**config.mk**
```make
export PLATFORM = sky130hd
export DESIGN_NAME = ascon_core_arbiter
export DESIGN_NICKNAME = d
export VERILOG_FILES = /design/src/rtl/ascon_core_arbiter.sv
export SDC_FILE = /design/constraint.sdc
export NUM_CORES = 1
export LEC_CHECK = 0
export CAP_MARGIN = 15
export CORE_AREA = 2 2 354 356
export DETAILED_ROUTE_END_ITERATION = 10
export DIE_AREA = 0 0 356 358
export GPL_TIMING_DRIVEN = 0
export PLACE_DENSITY = 0.37
export SLEW_MARGIN = 20
export SYNTH_ARGS = -nofsm -noshare
export SYNTH_HDL_FRONTEND = slang
export SYNTH_SLANG_ARGS = --single-unit
export TNS_END_PERCENT = 1
```
**constraint.sdc**
```tcl
create_clock -name clk -period 5.2 [get_ports clk]
set_clock_uncertainty 0.1 [all_clocks]
set_input_delay 1.56 -clock clk [delete_from_list [all_inputs] [get_ports clk]]
set_output_delay 1.56 -clock clk [all_outputs]
set_load 0.01 [all_outputs]
```
**src/rtl/ascon_core_arbiter.sv**
```systemverilog
// Routes one of N_CH protocol sub-FSMs onto the shared Ascon core and output stream, with a 2-entry output skid.
// Optional: ASCON_ARB_PERF_CNT_EN adds per-operation busy-cycle and output-beat counters.
module ascon_core_arbiter #(
    parameter int N_CH   = 4,
    parameter int DATA_W = 64,
    parameter int USER_W = 3,
    localparam int CH_W   = (N_CH > 1) ? $clog2(N_CH) : 1,
    localparam int KEEP_W = DATA_W / 8
) (
    input  logic                     clk,
    input  logic                     rst_n,
    input  logic [CH_W-1:0]          mode_i,
    input  logic                     start_i,
    output logic                     busy_o,
    output logic                     done_o,
    output logic                     tag_fail_o,
    output logic                     err_o,
    output logic [1:0]               dbg_state_o,
    output logic [N_CH-1:0]          ch_start_o,
    input  logic [N_CH-1:0]          ch_done_i,
    input  logic [N_CH-1:0]          ch_tag_fail_i,
    input  logic [N_CH-1:0]          ch_start_perm_i,
    input  logic [N_CH-1:0]          ch_round_config_i,
    input  logic [N_CH-1:0]          ch_write_en_i,
    input  logic [3*N_CH-1:0]        ch_word_sel_i,
    input  logic [2*N_CH-1:0]        ch_data_sel_i,
    input  logic [DATA_W*N_CH-1:0]   ch_data_i,
    output logic                     core_start_perm_o,
    output logic                     core_round_config_o,
    output logic                     core_write_en_o,
    output logic [2:0]               core_word_sel_o,
    output logic [DATA_W-1:0]        core_data_o,
    input  logic [DATA_W-1:0]        core_state_i,
    input  logic                     core_ready_i,
    input  logic [DATA_W-1:0]        s_axis_tdata,
    input  logic                     s_axis_tvalid,
    output logic                     s_axis_tready,
    input  logic [N_CH-1:0]          ch_s_tready_i,
    output logic [N_CH-1:0]          ch_s_tvalid_o,
    input  logic [DATA_W*N_CH-1:0]   ch_m_tdata_i,
    input  logic [KEEP_W*N_CH-1:0]   ch_m_tkeep_i,
    input  logic [USER_W*N_CH-1:0]   ch_m_tuser_i,
    input  logic [N_CH-1:0]          ch_m_tlast_i,
    input  logic [N_CH-1:0]          ch_m_tvalid_i,
    output logic [N_CH-1:0]          ch_m_tready_o,
    output logic [DATA_W-1:0]        m_axis_tdata,
    output logic [KEEP_W-1:0]        m_axis_tkeep,
    output logic [USER_W-1:0]        m_axis_tuser,
    output logic                     m_axis_tlast,
    output logic                     m_axis_tvalid,
`ifdef ASCON_ARB_PERF_CNT_EN
    output logic [31:0]              perf_cycles_o,
    output logic [31:0]              perf_beats_o,
`endif
    input  logic                     m_axis_tready
);
    // Handshakes: a beat transfers on a rising clk edge where valid and ready are both high;
    // valid never waits on ready, and a held beat keeps its payload stable until taken.

    localparam int BW = 1 + USER_W + KEEP_W + DATA_W;

    typedef enum logic [1:0] {
        S_IDLE   = 2'd0,
        S_ACTIVE = 2'd1,
        S_DRAIN  = 2'd2
    } state_t;

    state_t            state_q;
    logic [CH_W-1:0]   sel_q;
    logic              busy_q, done_q, err_q, tag_fail_q;
    logic [N_CH-1:0]   ch_start_q;
    logic [1:0]        cnt_q;
    logic [BW-1:0]     ent0_q, ent1_q;

    logic [DATA_W-1:0] data_a     [N_CH];
    logic [2:0]        word_sel_a [N_CH];
    logic [1:0]        data_sel_a [N_CH];
    logic [BW-1:0]     beat_a     [N_CH];

    logic mode_ok, start_ok, active, skid_full, push, pop;

    for (genvar g = 0; g < N_CH; g++) begin : g_unpack
        assign data_a[g]     = ch_data_i[g*DATA_W +: DATA_W];
        assign word_sel_a[g] = ch_word_sel_i[g*3 +: 3];
        assign data_sel_a[g] = ch_data_sel_i[g*2 +: 2];
        assign beat_a[g]     = {ch_m_tlast_i[g], ch_m_tuser_i[g*USER_W +: USER_W],
                                ch_m_tkeep_i[g*KEEP_W +: KEEP_W], ch_m_tdata_i[g*DATA_W +: DATA_W]};
    end

    if (N_CH == (1 << CH_W)) begin : g_pow2
        assign mode_ok = 1'b1;
    end else begin : g_npow2
        assign mode_ok = (int'(mode_i) < N_CH);
    end

    assign start_ok  = mode_ok & core_ready_i;
    assign active    = (state_q == S_ACTIVE);
    assign skid_full = (cnt_q == 2'd2);
    assign push      = active & ch_m_tvalid_i[sel_q] & ~skid_full;
    assign pop       = m_axis_tvalid & m_axis_tready;

    always_ff @(posedge clk or negedge rst_n) begin
        if (!rst_n) begin
            state_q    <= S_IDLE;
            sel_q      <= '0;
            busy_q     <= 1'b0;
            done_q     <= 1'b0;
            err_q      <= 1'b0;
            tag_fail_q <= 1'b0;
            ch_start_q <= '0;
        end else begin
            done_q     <= 1'b0;
            err_q      <= 1'b0;
            ch_start_q <= '0;
            case (state_q)
                S_IDLE: begin
                    if (start_i && start_ok) begin
                        sel_q      <= mode_i;
                        tag_fail_q <= 1'b0;
                        ch_start_q <= N_CH'(1) << mode_i;
                        busy_q     <= 1'b1;
                        state_q    <= S_ACTIVE;
                    end else if (start_i) begin
                        err_q <= 1'b1;
                    end
                end
                S_ACTIVE: begin
                    if (start_i) err_q <= 1'b1;
                    if (ch_done_i[sel_q]) begin
                        tag_fail_q <= tag_fail_q | ch_tag_fail_i[sel_q];
                        state_q    <= S_DRAIN;
                    end
                end
                S_DRAIN: begin
                    if (start_i) err_q <= 1'b1;
                    // Completion waits until every produced beat has left the skid.
                    if (cnt_q == 2'd0) begin
                        done_q  <= 1'b1;
                        busy_q  <= 1'b0;
                        state_q <= S_IDLE;
                    end
                end
                default: state_q <= S_IDLE;
            endcase
        end
    end

    always_comb begin
        core_start_perm_o   = 1'b0;
        core_round_config_o = 1'b0;
        core_write_en_o     = 1'b0;
        core_word_sel_o     = 3'd0;
        core_data_o         = '0;
        s_axis_tready       = 1'b0;
        ch_s_tvalid_o       = '0;
        ch_m_tready_o       = '0;
        if (active) begin
            core_start_perm_o   = ch_start_perm_i[sel_q];
            core_round_config_o = ch_round_config_i[sel_q];
            core_write_en_o     = ch_write_en_i[sel_q];
            core_word_sel_o     = word_sel_a[sel_q];
            case (data_sel_a[sel_q])
                2'b00:   core_data_o = s_axis_tdata;
                2'b01:   core_data_o = data_a[sel_q];
                2'b10:   core_data_o = core_state_i ^ s_axis_tdata;
                default: core_data_o = '0;
            endcase
            s_axis_tready        = ch_s_tready_i[sel_q];
            ch_s_tvalid_o[sel_q] = s_axis_tvalid;
            ch_m_tready_o[sel_q] = ~skid_full;
        end
    end

    // Entry 0 is always the head; push and pop together only happen at count 1.
    always_ff @(posedge clk or negedge rst_n) begin
        if (!rst_n) begin
            cnt_q  <= 2'd0;
            ent0_q <= '0;
            ent1_q <= '0;
        end else begin
            case ({push, pop})
                2'b10: begin
                    if (cnt_q == 2'd0) ent0_q <= beat_a[sel_q];
                    else               ent1_q <= beat_a[sel_q];
                    cnt_q <= cnt_q + 2'd1;
                end
                2'b01: begin
                    ent0_q <= ent1_q;
                    cnt_q  <= cnt_q - 2'd1;
                end
                2'b11:   ent0_q <= beat_a[sel_q];
                default: ;
            endcase
        end
    end

`ifdef ASCON_ARB_PERF_CNT_EN
    logic [31:0] perf_cycles_q, perf_beats_q;

    always_ff @(posedge clk or negedge rst_n) begin
        if (!rst_n) begin
            perf_cycles_q <= '0;
            perf_beats_q  <= '0;
        end else if (state_q == S_IDLE && start_i && start_ok) begin
            perf_cycles_q <= '0;
            perf_beats_q  <= '0;
        end else begin
            if (busy_q && perf_cycles_q != '1)       perf_cycles_q <= perf_cycles_q + 32'd1;
            if (busy_q && pop && perf_beats_q != '1) perf_beats_q  <= perf_beats_q + 32'd1;
        end
    end

    assign perf_cycles_o = perf_cycles_q;
    assign perf_beats_o  = perf_beats_q;
`endif

    assign busy_o        = busy_q;
    assign done_o        = done_q;
    assign err_o         = err_q;
    assign tag_fail_o    = tag_fail_q;
    assign ch_start_o    = ch_start_q;
    assign dbg_state_o   = state_q;
    assign m_axis_tvalid = (cnt_q != 2'd0);
    assign {m_axis_tlast, m_axis_tuser, m_axis_tkeep, m_axis_tdata} = ent0_q;

endmodule

```
# == Yosys cells after proc, flatten, opt, wreduce, memory -nomap -nowiden ==
# Index checks and enable logic that the tools add are counted.
# word_totals
reg_bits,166
input_bits,744
output_inout_bits,166
word_cells,112
# op_classes
add_sub_neg,2
n_lt_le_gt_ge,3
eq_ne,12
shifts,1
mux,57
n_bitwise,10
n_reduce_logical,17
# op_table
op,n
$mux 76,3
$pmux 76 s3,1
$mux 64,3
$pmux 64 s3,1
$bmux 76 s2,1
$bmux 64 s2,1
$xor 64x64->64,1
$mux 1,20
$mux 4,4
$bmux 1 s2,7
$eq 2x2->1 const B,5
$mux 2,5
$mux 3,3
$reduce_and 3->1,3
$and 4x4->4,2
$reduce_bool 2->1,4
$bmux 3 s2,1
$eq 2x1->1 const B,3
$logic_not 2->1,3
$ne 2x2->1 const B,3
$pmux 1 s2,3
$pmux 2 s3,1
$reduce_and 2->1,3
$bmux 2 s2,1
16 further kinds,20

# == Logic depth before layout (Yosys ltp) ==
# Gate-level depths: netlist (run 1).
# logic_depth
ltp_word,7
depth_mapped,11
ltp_nobuf,8

# == Worst setup path before layout (run 1) ==
# Ideal clock, no wire load.
# synth_timing
path_type,input to output
from,input ch_data_sel_i[7]
to,output core_data_o[57]
arrival_time_ns,2.821
slack_ns,0.719
cell_stages,5
path_buffers,2
cell_sequence,mux4_2 buf_6 buf_6 a2111o_1 o221ai_1
# synth_via
elab_chain_len,6
word_cells_on_any_way,8
classes_between,2 x eq/ne; 5 x mux; 1 x reduce/logical
# synth_lines
element,line_no,rtl
start: declaration,26,"input logic [2*N_CH-1:0] ch_data_sel_i,"
$bmux 2 s2 (*),162,case (data_sel_a[sel_q])
$mux 2 (implied by the code) (*) (2 in series),162,
$eq 2x2->1 (tied with other cells),162,
$pmux 64 s3 (*),162,
$mux 64 (*),157,if (active) begin
end: declaration,32,"output logic [DATA_W-1:0] core_data_o,"
# Every way passes the cells marked *; elsewhere a longest branch is shown, timed or not. The select of a mux whose other input is x is not followed.

# == Worst setup path after layout (run 1) ==
# layout_timing
from,input ch_data_sel_i[1]
to,output core_data_o[0]
# Same word-level chain as after synthesis.

==> flow_summary.json, run 1 <==
{
  "outcome": "complete, but fails checks",
  "violations": "setup timing",
  "pre_cts_ws_ps": -1212,
  "die_h_um": 358,
  "grt_max_degree": 91,
  "arrival_ps": 3640,
  "io_buffers": 909,
  "hp-class": "reg -> reg",
  "cp-end-kind": "output port",
  "htreeDepth": 4,
  "seqCellArea_mm2": 0.004154,
  "finalSetupTns_ps": -2159,
  "mostFrequentLayoutCells": "clkdlybuf4s50_1 (843), dfrtp_1 (166), mux4_2 (152)",
  "core_mm2": 0.1233,
  "synth_cell_types": 35,
  "synth_fp_nets": 1893,
  "synth_seq_area_share_pct": 31.03,
  "wire_per_inst_um": 25.74,
  "crit_path_start_kind": "input pin",
  "cts-root-buf": "clkbuf_16",
  "max_cap_violations": 0,
  "nets": 2825,
  "finalHoldViolCount": 0,
  "syn_inst": 1143,
  "worst_slack_ps": -102.2,
  "grt_antenna_before_repair": 27,
  "p_leak_nw": 9.310,
  "ioPinCount": 910,
  "synth_area_mm2": 0.01339,
  "crit_slowest_cell": "mux4_2",
  "wl_mm": 96.15,
  "multi_input_area_mm2": 0.008727,
  "drv_slew": 0,
  "grt_pass1_wl_mm": 129.1,
  "first_global_vias": 16230,
  "ys_seq_elements": 166,
  "drive_gt1_share_pct": 22.80,
  "yosys.area.top_type_share_pct": 31.03,
  "max_slew_margin_pct": 36.20,
  "drt_iter0_drc": 746,
  "total_power_mw": 11.93,
  "ant_nets": 0,
  "drc": 0,
  "gr-total-overflow": 0,
  "setup_viol_count_final": 51,
  "dieArea_mm2": 0.1274,
  "cts_tree": "done",
  "yosysWarnings": 0,
  "clock_path_buffers": 2,
  "start_util_pct": 10.86,
  "crit_type": "in -> out",
  "tightest_slew_ps": 957.0,
  "avgSynthCellArea_um2": 11.71,
  "clock_sink_count": 166,
  "p_per_area_mw_per_mm2": 465.1,
  "yosysTopAreaCell": "dfrtp_1",
  "worstSkewPairLatency_ps": 470,
  "startpoint": "ch_data_sel_i[1]",
  "critPathMaxStageDelay_ps": 560,
  "synthTopCellsByArea": "dfrtp_1 (31%), mux4_2 (26%), mux2_2 (6.4%)",
  "rsz0062_at_grt": "true",
  "fp.dieW_um": 356,
  "layout_commonest_cell": "clkdlybuf4s50_1",
  "rows": 129,
  "place.gp.congestion": 0.9088,
  "required_ps": 3540,
  "path_buf_inv": 3,
  "worstHoldStart": "ent1_q[25]$_DFFE_PN0P_",
  "min_period_ps": 5302,
  "hpwl_mm": 82.77,
  "utilization_pct": 20.80,
  "cts_buffers": 17,
  "cp_max_fo": 10,
  "n_fill_cell": 13420,
  "crit_chain": "clkdlybuf4s50_1 -> mux4_2 -> buf_4 -> a2111o_1 -> o221ai_1 -> clkdlybuf4s15_1",
  "layout-area-overhead-vs-synth_pct": 91.56,
  "r2r_start": "dbg_state_o[1]$_DFFE_PN0P_",
  "grt.total_usage_pct": 14.44,
  "clk_pin_slew_ps": 60,
  "irDropWorstVdd_v": 0.0002487,
  "drt_pre_antenna_iters": 5,
  "fmax_mhz": 188.6,
  "vias_per_cell": 3.923,
  "vias": 14660,
  "min_period_over_period_pct": 102.0,
  "cpLargestDelayFamily": "buffers and inverters"
}
-- worst paths after layout --
check	slack [ps]	cells after the start	end
worst min-delay path	410	1	ent1_q[25]$_DFFE_PN0P_
worst min register to register	410	1	ent1_q[25]$_DFFE_PN0P_
max in group asynchronous	3130	2	ent0_q[24]$_DFFE_PN0P_
min in group asynchronous	920	1	ent1_q[52]$_DFFE_PN0P_
worst max-delay path	-100	6	core_data_o[0]
worst max register to register	940	11	ent0_q[75]$_DFFE_PN0P_
-- power breakdown --
part	internal, mW	switching, mW
logic	3.82	4.38
clock network	0.812	0.625
registers	1.93	0.358
-- area by class of cell --
type,instances,share of cell area [%]
clock buffers,19,1.688
inverters,72,1.054
well taps,1637,7.987
clock inverters,13,0.7563
diodes,11,0.1073
flip-flops and latches,166,16.20
multi-input cells,779,34.03
plain buffers,126,2.957
repair buffers,913,35.22
-- through the flow --
step                      cell area [um2]  std cells  hold slack, ps
final                               25640       3736           407.4
after global placement              24530       3689           386.0
after floorplan                     13390       1143           379.2
after CTS                           25420       3724           410.6
after detailed placement            24620       3692           393.6
after global routing                25640       3734           416.6
-- flip-flops by register name, indices dropped and copies added, names as in the netlist --
signal / count
cnt_q: 2
dbg_state_o: 2
err_o: 1
ch_start_o: 4
ent1_q: 76
done_o: 1
sel_q: 2
ent0_q: 76
busy_o: 1
tag_fail_o: 1
-- kinds of logic (layout without fill, tap and decap cells) --
kind of cell	after synthesis	after routing	synth area share, %
multiplexers	305	305	37.72
adder cells (fa/ha/maj)	6	6	0.5608
XOR/XNOR	3	3	0.1963
AO/OA/AOI/OAI	217	217	16.00
AND/OR/NAND/NOR	248	248	7.954
flip-flops	166	166	31.03
other	0	11	0
buffers and inverters	198	1143	6.533
-- repair_timing --
item                                    4_1_cts  5_1_grt
setup buffers                                 0        1
endpoints found under the hold margin         0        0
resized for setup                           429       36
pin swaps                                     4       11
hold buffers                                  0        0
endpoints found under the setup margin       99       64
gates cloned                                  0        0
-- layer usage --
metal | GRT usage, % | share of wire, % | up-vias
met3 | 3.013 | 5.7 | 91
met4 | 3.806 | 2.0 | 4
met1 | 16.14 | 38 | 7497
met2 | 27.48 | 54 | 653
met5 | 0 | 0.024 | -
li1 | - | - | 6411
-- Yosys cell counts --
| master | number |
|---|---|
| buf_2 | 33 |
| a31oi_1 | 3 |
| xnor2_1 | 3 |
| nand2b_1 | 5 |
| mux4_2 | 152 |
| ha_1 | 6 |
| buf_1 | 21 |
| inv_1 | 71 |
| o2111ai_1 | 1 |
| clkbuf_1 | 60 |
| nor2b_1 | 1 |
| o2bb2ai_1 | 1 |
| buf_6 | 12 |
| mux2_2 | 76 |
| a22oi_2 | 40 |
| a22oi_1 | 36 |
| o21ai_0 | 3 |
| or2_1 | 1 |
| and2_1 | 7 |
| dfrtp_1 | 166 |
| a41o_1 | 1 |
| a2bb2oi_1 | 1 |
| nand4_1 | 1 |
| and3_1 | 3 |
| nor3b_1 | 1 |
| nor3_1 | 3 |
| a21bo_2 | 1 |
| a21oi_1 | 2 |
| mux2i_1 | 77 |
| nand2_1 | 75 |
| a2111o_1 | 64 |
| clkinv_1 | 1 |
| o221ai_1 | 64 |
| nor2_1 | 86 |
| nand3_1 | 65 |
Note: power is estimated with default switching activity, not from simulation.
==> run 2, diff against run 1 <==
ABC_AREA = 0   (was default)
REMOVE_ABC_BUFFERS = 1   (was default)
SLEW_MARGIN = default   (was 20)
==> flow_summary.json, run 2 (synthesized netlist as in run 1, its figures left out) <==
{
  "outcome": "complete, but fails checks",
  "violations": "setup timing",
  "min_period_over_period_pct": 100.4,
  "clk_pin_slew_ps": 70,
  "worstSkewPairLatency_ps": 460,
  "whs_endpoint": "ent1_q[56]$_DFFE_PN0P_",
  "worstHoldStart": "ent1_q[56]$_DFFE_PN0P_",
  "share_comb_of_total_power_pct": 67.9,
  "start_util_pct": 10.86,
  "crit_path_start_kind": "input pin",
  "fmax_mhz": 191.5,
  "core_mm2": 0.1233,
  "max_cap_violations": 0,
  "wl_mm": 89.18,
  "first_global_vias": 15550,
  "r2r_start": "sel_q[0]$_DFFE_PN0P_",
  "cts_hold_buf": 0,
  "required_ps": 3540,
  "p_int_mw": 6.376,
  "finalInstanceArea_mm2": 0.02525,
  "grt_max_degree": 102,
  "drv_slew": 0,
  "worst_slack_ps": -22.32,
  "grt_antenna_before_repair": 22,
  "grt.total_usage_pct": 13.37,
  "cts-root-buf": "clkbuf_16",
  "cp-end-kind": "output port",
  "wire_per_inst_um": 24.47,
  "nets": 2738,
  "irDropWorstVdd_v": 0.0003520,
  "drt_iter0_drc": 692,
  "io_buffers": 909,
  "cp_max_fo": 30,
  "n_fill_cell": 13470,
  "clock_path_buffers": 2,
  "swShare_pct": 44.14,
  "regToRegEndpoint": "ent0_q[16]$_DFFE_PN0P_",
  "drc": 0,
  "p_sw_mw": 5.037,
  "die_h_um": 358,
  "drt_pre_antenna_iters": 5,
  "drive_gt1_share_pct": 20.94,
  "pre_cts_ws_ps": -1690,
  "p_leak_nw": 9.187,
  "utilization_pct": 20.48,
  "seq_power_share_pct": 21.1,
  "max_slew_margin_pct": 27.56,
  "htreeDepth": 4,
  "gr-total-overflow": 0,
  "arrival_ps": 3560,
  "dieArea_mm2": 0.1274,
  "worst-r2r-cell-count": 9,
  "finalHoldViolCount": 0,
  "setup_viol_count_final": 2,
  "rows": 129,
  "clkPwrFrac_pct": 11.1,
  "grt_pass1_wl_mm": 121.4,
  "layout-area-overhead-vs-synth_pct": 88.62,
  "vias": 14240,
  "rsz0062_at_grt": "true",
  "cts_tree": "done",
  "fp.dieW_um": 356,
  "dp.cells": 3588,
  "fin_cells": 3645,
  "vias_per_cell": 3.907,
  "mostFrequentLayoutCells": "clkdlybuf4s50_1 (836), dfrtp_1 (164), mux4_2 (153)",
  "min_path_cells": 1,
  "p_per_area_mw_per_mm2": 452.0,
  "ioPinCount": 910,
  "layout_commonest_cell": "clkdlybuf4s50_1",
  "ant_nets": 0,
  "finalSetupTns_ps": -30.67,
  "clock_sink_count": 166,
  "min_period_ps": 5222,
  "crit_type": "in -> out",
  "cts_buffers": 17,
  "hpwl_mm": 70.99,
  "tightest_slew_ps": 1075,
  "hp-class": "reg -> reg",
  "place.gp.congestion": 0.8883,
  "worst-r2r-setup-slack_ps": 1120,
  "placed_cell_area_mm2": 0.02458
}
[run 2: changes by cell type in the layout (fill, tap and decap cells not counted), moves of 10 or more]
cell / change
buf_16: +11
buf_2: -15
buf_4: -14
buf_6: -29
clkbuf_1: -43
o221ai_1: +27
o221ai_2: -17
o221ai_4: -10
[run 2: metal layers]
metal	global-route usage, %	part of all wire (%)	vias up
met3	2.753	5.9	79
met4	2.574	1.5	14
met1	14.86	38	7279
li1	-	-	6243
met2	25.99	55	626
met5	0	0.090	-
[run 2: cell type report]
type	count	area [um2]	share of cell area, %
Timing Repair Buffer	946	9572	37.91
Multi-Input combinational cell	785	8613	34.11
Inverter	72	277.8	1.100
Antenna cell	7	17.52	0.06938
Clock buffer	21	470.5	1.863
Clock inverter	11	88.84	0.3518
Tap cell	1637	2048	8.112
Sequential cell	166	4161	16.48
[run 2: how the worst max path moves through the flow]
stage | endpoint | start | cells past startpoint
after floorplan | core_data_o[62] | sel_q[0]$_DFFE_PN0P_ | 3
after global placement | core_data_o[60] | sel_q[0]$_DFFE_PN0P_ | 4
after detailed placement | core_data_o[60] | ch_data_sel_i[7] | 7
after CTS | core_data_o[32] | ch_data_sel_i[6] | 8
after global routing | core_data_o[52] | ch_data_sel_i[6] | 7
final | core_data_o[60] | ch_data_sel_i[6] | 7
[run 2: through the flow]
stage / total power [mW] / hold slack (ps)
after floorplan: 6.717 / 379.5
after global placement: 9.806 / 386.8
after detailed placement: 10.24 / 393.4
after CTS: 11.85 / 409.1
after global routing: 12.22 / 417.0
final: 11.41 / 405.9
[run 2: repair_timing]
action	CTS	global route
gates cloned	8	0
buffers inserted	12	0
resized for setup	294	26
pin swaps	3	2
endpoints found under the hold margin	0	0
endpoints found under the setup margin	64	63
[run 2: power groups by stage]
stage / Combinational (mW) / Clock [mW] / Sequential [mW]
after floorplan: 3.94 / 0 / 2.77
after CTS: 8.10 / 1.34 / 2.42
after global placement: 7.04 / 0 / 2.77
after detailed placement: 7.81 / 0 / 2.43
after global routing: 8.35 / 1.38 / 2.50
final: 7.74 / 1.26 / 2.40
[run 2: worst max-delay path, cell delays in order]
cell	delay, ps
buf_2	150
mux4_4	680
buf_16	220
nand2b_4	180
buf_12	190
o221ai_4	340
buf_6	160
==> run 3, diff against run 2 <==
TNS_END_PERCENT = default   (was 1)
==> flow_summary.json, run 3 (synthesized netlist as in run 1, its figures left out) <==
{
  "utilization_pct": 20.73,
  "hp-class": "reg -> reg",
  "setup_viol_count_final": 0,
  "share_comb_of_total_power_pct": 68.7,
  "fmax_mhz": 193.4,
  "outcome": "finished clean",
  "irDropWorstVdd_v": 0.0003440,
  "htreeDepth": 4,
  "start_util_pct": 10.86,
  "crit_path_start_kind": "input pin",
  "first_global_vias": 15640,
  "finalHoldViolCount": 0,
  "ioPinCount": 910,
  "min_path_cells": 1,
  "gr-total-overflow": 0,
  "seqCellArea_mm2": 0.004161,
  "nets": 2751,
  "worst-r2r-setup-slack_ps": 1110,
  "io_buffers": 909,
  "drt_iter0_drc": 686,
  "ant_nets": 0,
  "core_mm2": 0.1233,
  "hpwl_mm": 70.99,
  "p_leak_nw": 9.327,
  "vias_per_cell": 3.911,
  "drive_gt1_share_pct": 21.10,
  "clk_pin_slew_ps": 70,
  "clock_sink_count": 166,
  "arrival_ps": 3510,
  "max_slew_margin_pct": 26.85,
  "grt_antenna_before_repair": 21,
  "min_period_over_period_pct": 99.42,
  "path_common_cell": "buf_4",
  "crit_type": "in -> out",
  "cts_tree": "done",
  "cts_hold_buf": 0,
  "place.gp.congestion": 0.8883,
  "grt_max_degree": 102,
  "crit_chain": "buf_2 -> mux4_4 -> buf_4 -> buf_4 -> a2111o_1 -> o221ai_1 -> dlygate4sd1_1",
  "cts-root-buf": "clkbuf_16",
  "grt.total_usage_pct": 13.60,
  "die_h_um": 358,
  "worst-r2r-cell-count": 9,
  "layout-area-overhead-vs-synth_pct": 90.97,
  "clkPwrFrac_pct": 10.8,
  "p_per_area_mw_per_mm2": 458.6,
  "tightest_slew_ps": 1086,
  "clock_path_buffers": 2,
  "mostFrequentLayoutCells": "clkdlybuf4s50_1 (836), dfrtp_1 (164), mux4_2 (153)",
  "crit_slowest_cell": "mux4_4",
  "p_sw_mw": 5.162,
  "required_ps": 3540,
  "cp-end-kind": "output port",
  "rows": 129,
  "critPathMaxStageDelay_ps": 680,
  "min_period_ps": 5170,
  "drt_pre_antenna_iters": 4,
  "vias": 14290,
  "grt_pass1_wl_mm": 123.1,
  "swShare_pct": 44.02,
  "cp_max_fo": 17,
  "wl_mm": 90.56,
  "worstSkewPairLatency_ps": 460,
  "rsz0062_at_grt": "true",
  "finalHoldWorstSlack_ps": 405.9,
  "layout_commonest_cell": "clkdlybuf4s50_1",
  "dieArea_mm2": 0.1274,
  "max_cap_violations": 0,
  "multi_input_area_mm2": 0.008656,
  "fp.dieW_um": 356,
  "n_fill_cell": 13440,
  "seq_power_share_pct": 20.5,
  "drv_slew": 0,
  "wire_per_inst_um": 24.78,
  "drc": 0,
  "p_int_mw": 6.563,
  "cts_buffers": 17
}
-- run 3: layer usage --
| layer | vias up | GRT usage, % | share of wire (%) |
|---|---|---|---|
| li1 | 6274 | - | - |
| met1 | 7307 | 15.07 | 38 |
| met2 | 628 | 26.56 | 55 |
| met3 | 73 | 2.804 | 5.8 |
| met4 | 12 | 2.464 | 1.4 |
| met5 | - | 0 | 0.085 |
-- run 3: final cells by class --
type / count / area share, %
Clock inverter: 11 / 0.3475
Sequential cell: 166 / 16.28
Tap cell: 1637 / 8.012
Inverter: 72 / 1.087
Clock buffer: 21 / 1.840
Multi-Input combinational cell: 785 / 33.86
Antenna cell: 4 / 0.03915
Timing Repair Buffer: 959 / 38.54
-- run 3: power by group through the flow --
stage	Combinational (mW)	Clock, mW	Sequential (mW)
after global placement	7.04	0	2.77
after floorplan	3.94	0	2.77
after CTS	8.39	1.34	2.42
after global routing	8.66	1.38	2.50
final	8.05	1.27	2.41
after detailed placement	7.81	0	2.43
-- run 3: metrics by stage --
step           total power [mW]  setup TNS (ps)  setup slack, ps  area (um2)  instances
3_5_place_dp              10.24          -80090            -1690       24580       3588
2_1_floorplan             6.717        -1115820            -5867       12780       1017
5_1_grt                   12.54          -2.055           -1.712       25560       3653
3_3_place_gp              9.806        -3190040           -11660       23930       3563
6_report                  11.72               0            29.94       25560       3655
4_1_cts                   12.15          -7.985           -4.051       25610       3652
-- run 3: what timing repair did --
action                                  CTS  global route
endpoints found under the setup margin   64            34
gates resized for setup                 251            50
pin swaps                                10             3
gates cloned                             12             0
buffers inserted                         20             1
-- run 3: worst paths after layout --
kind                                          end                    from
max in group asynchronous    sel_q[1]$_DFFE_PN0P_                   rst_n
min in group asynchronous  ent0_q[65]$_DFFE_PN0P_                   rst_n
min                        ent1_q[56]$_DFFE_PN0P_  ent1_q[56]$_DFFE_PN0P_
min reg2reg                ent1_q[56]$_DFFE_PN0P_  ent1_q[56]$_DFFE_PN0P_
max                               core_data_o[16]        ch_data_sel_i[6]
max reg2reg                ent0_q[16]$_DFFE_PN0P_    sel_q[0]$_DFFE_PN0P_
-- run 3: worst max-delay path: cells and delay by family --
family,cells,cell delay [ps]
buffers and inverters,4,860
multiplexers,1,680
AO/OA/AOI/OAI,2,380
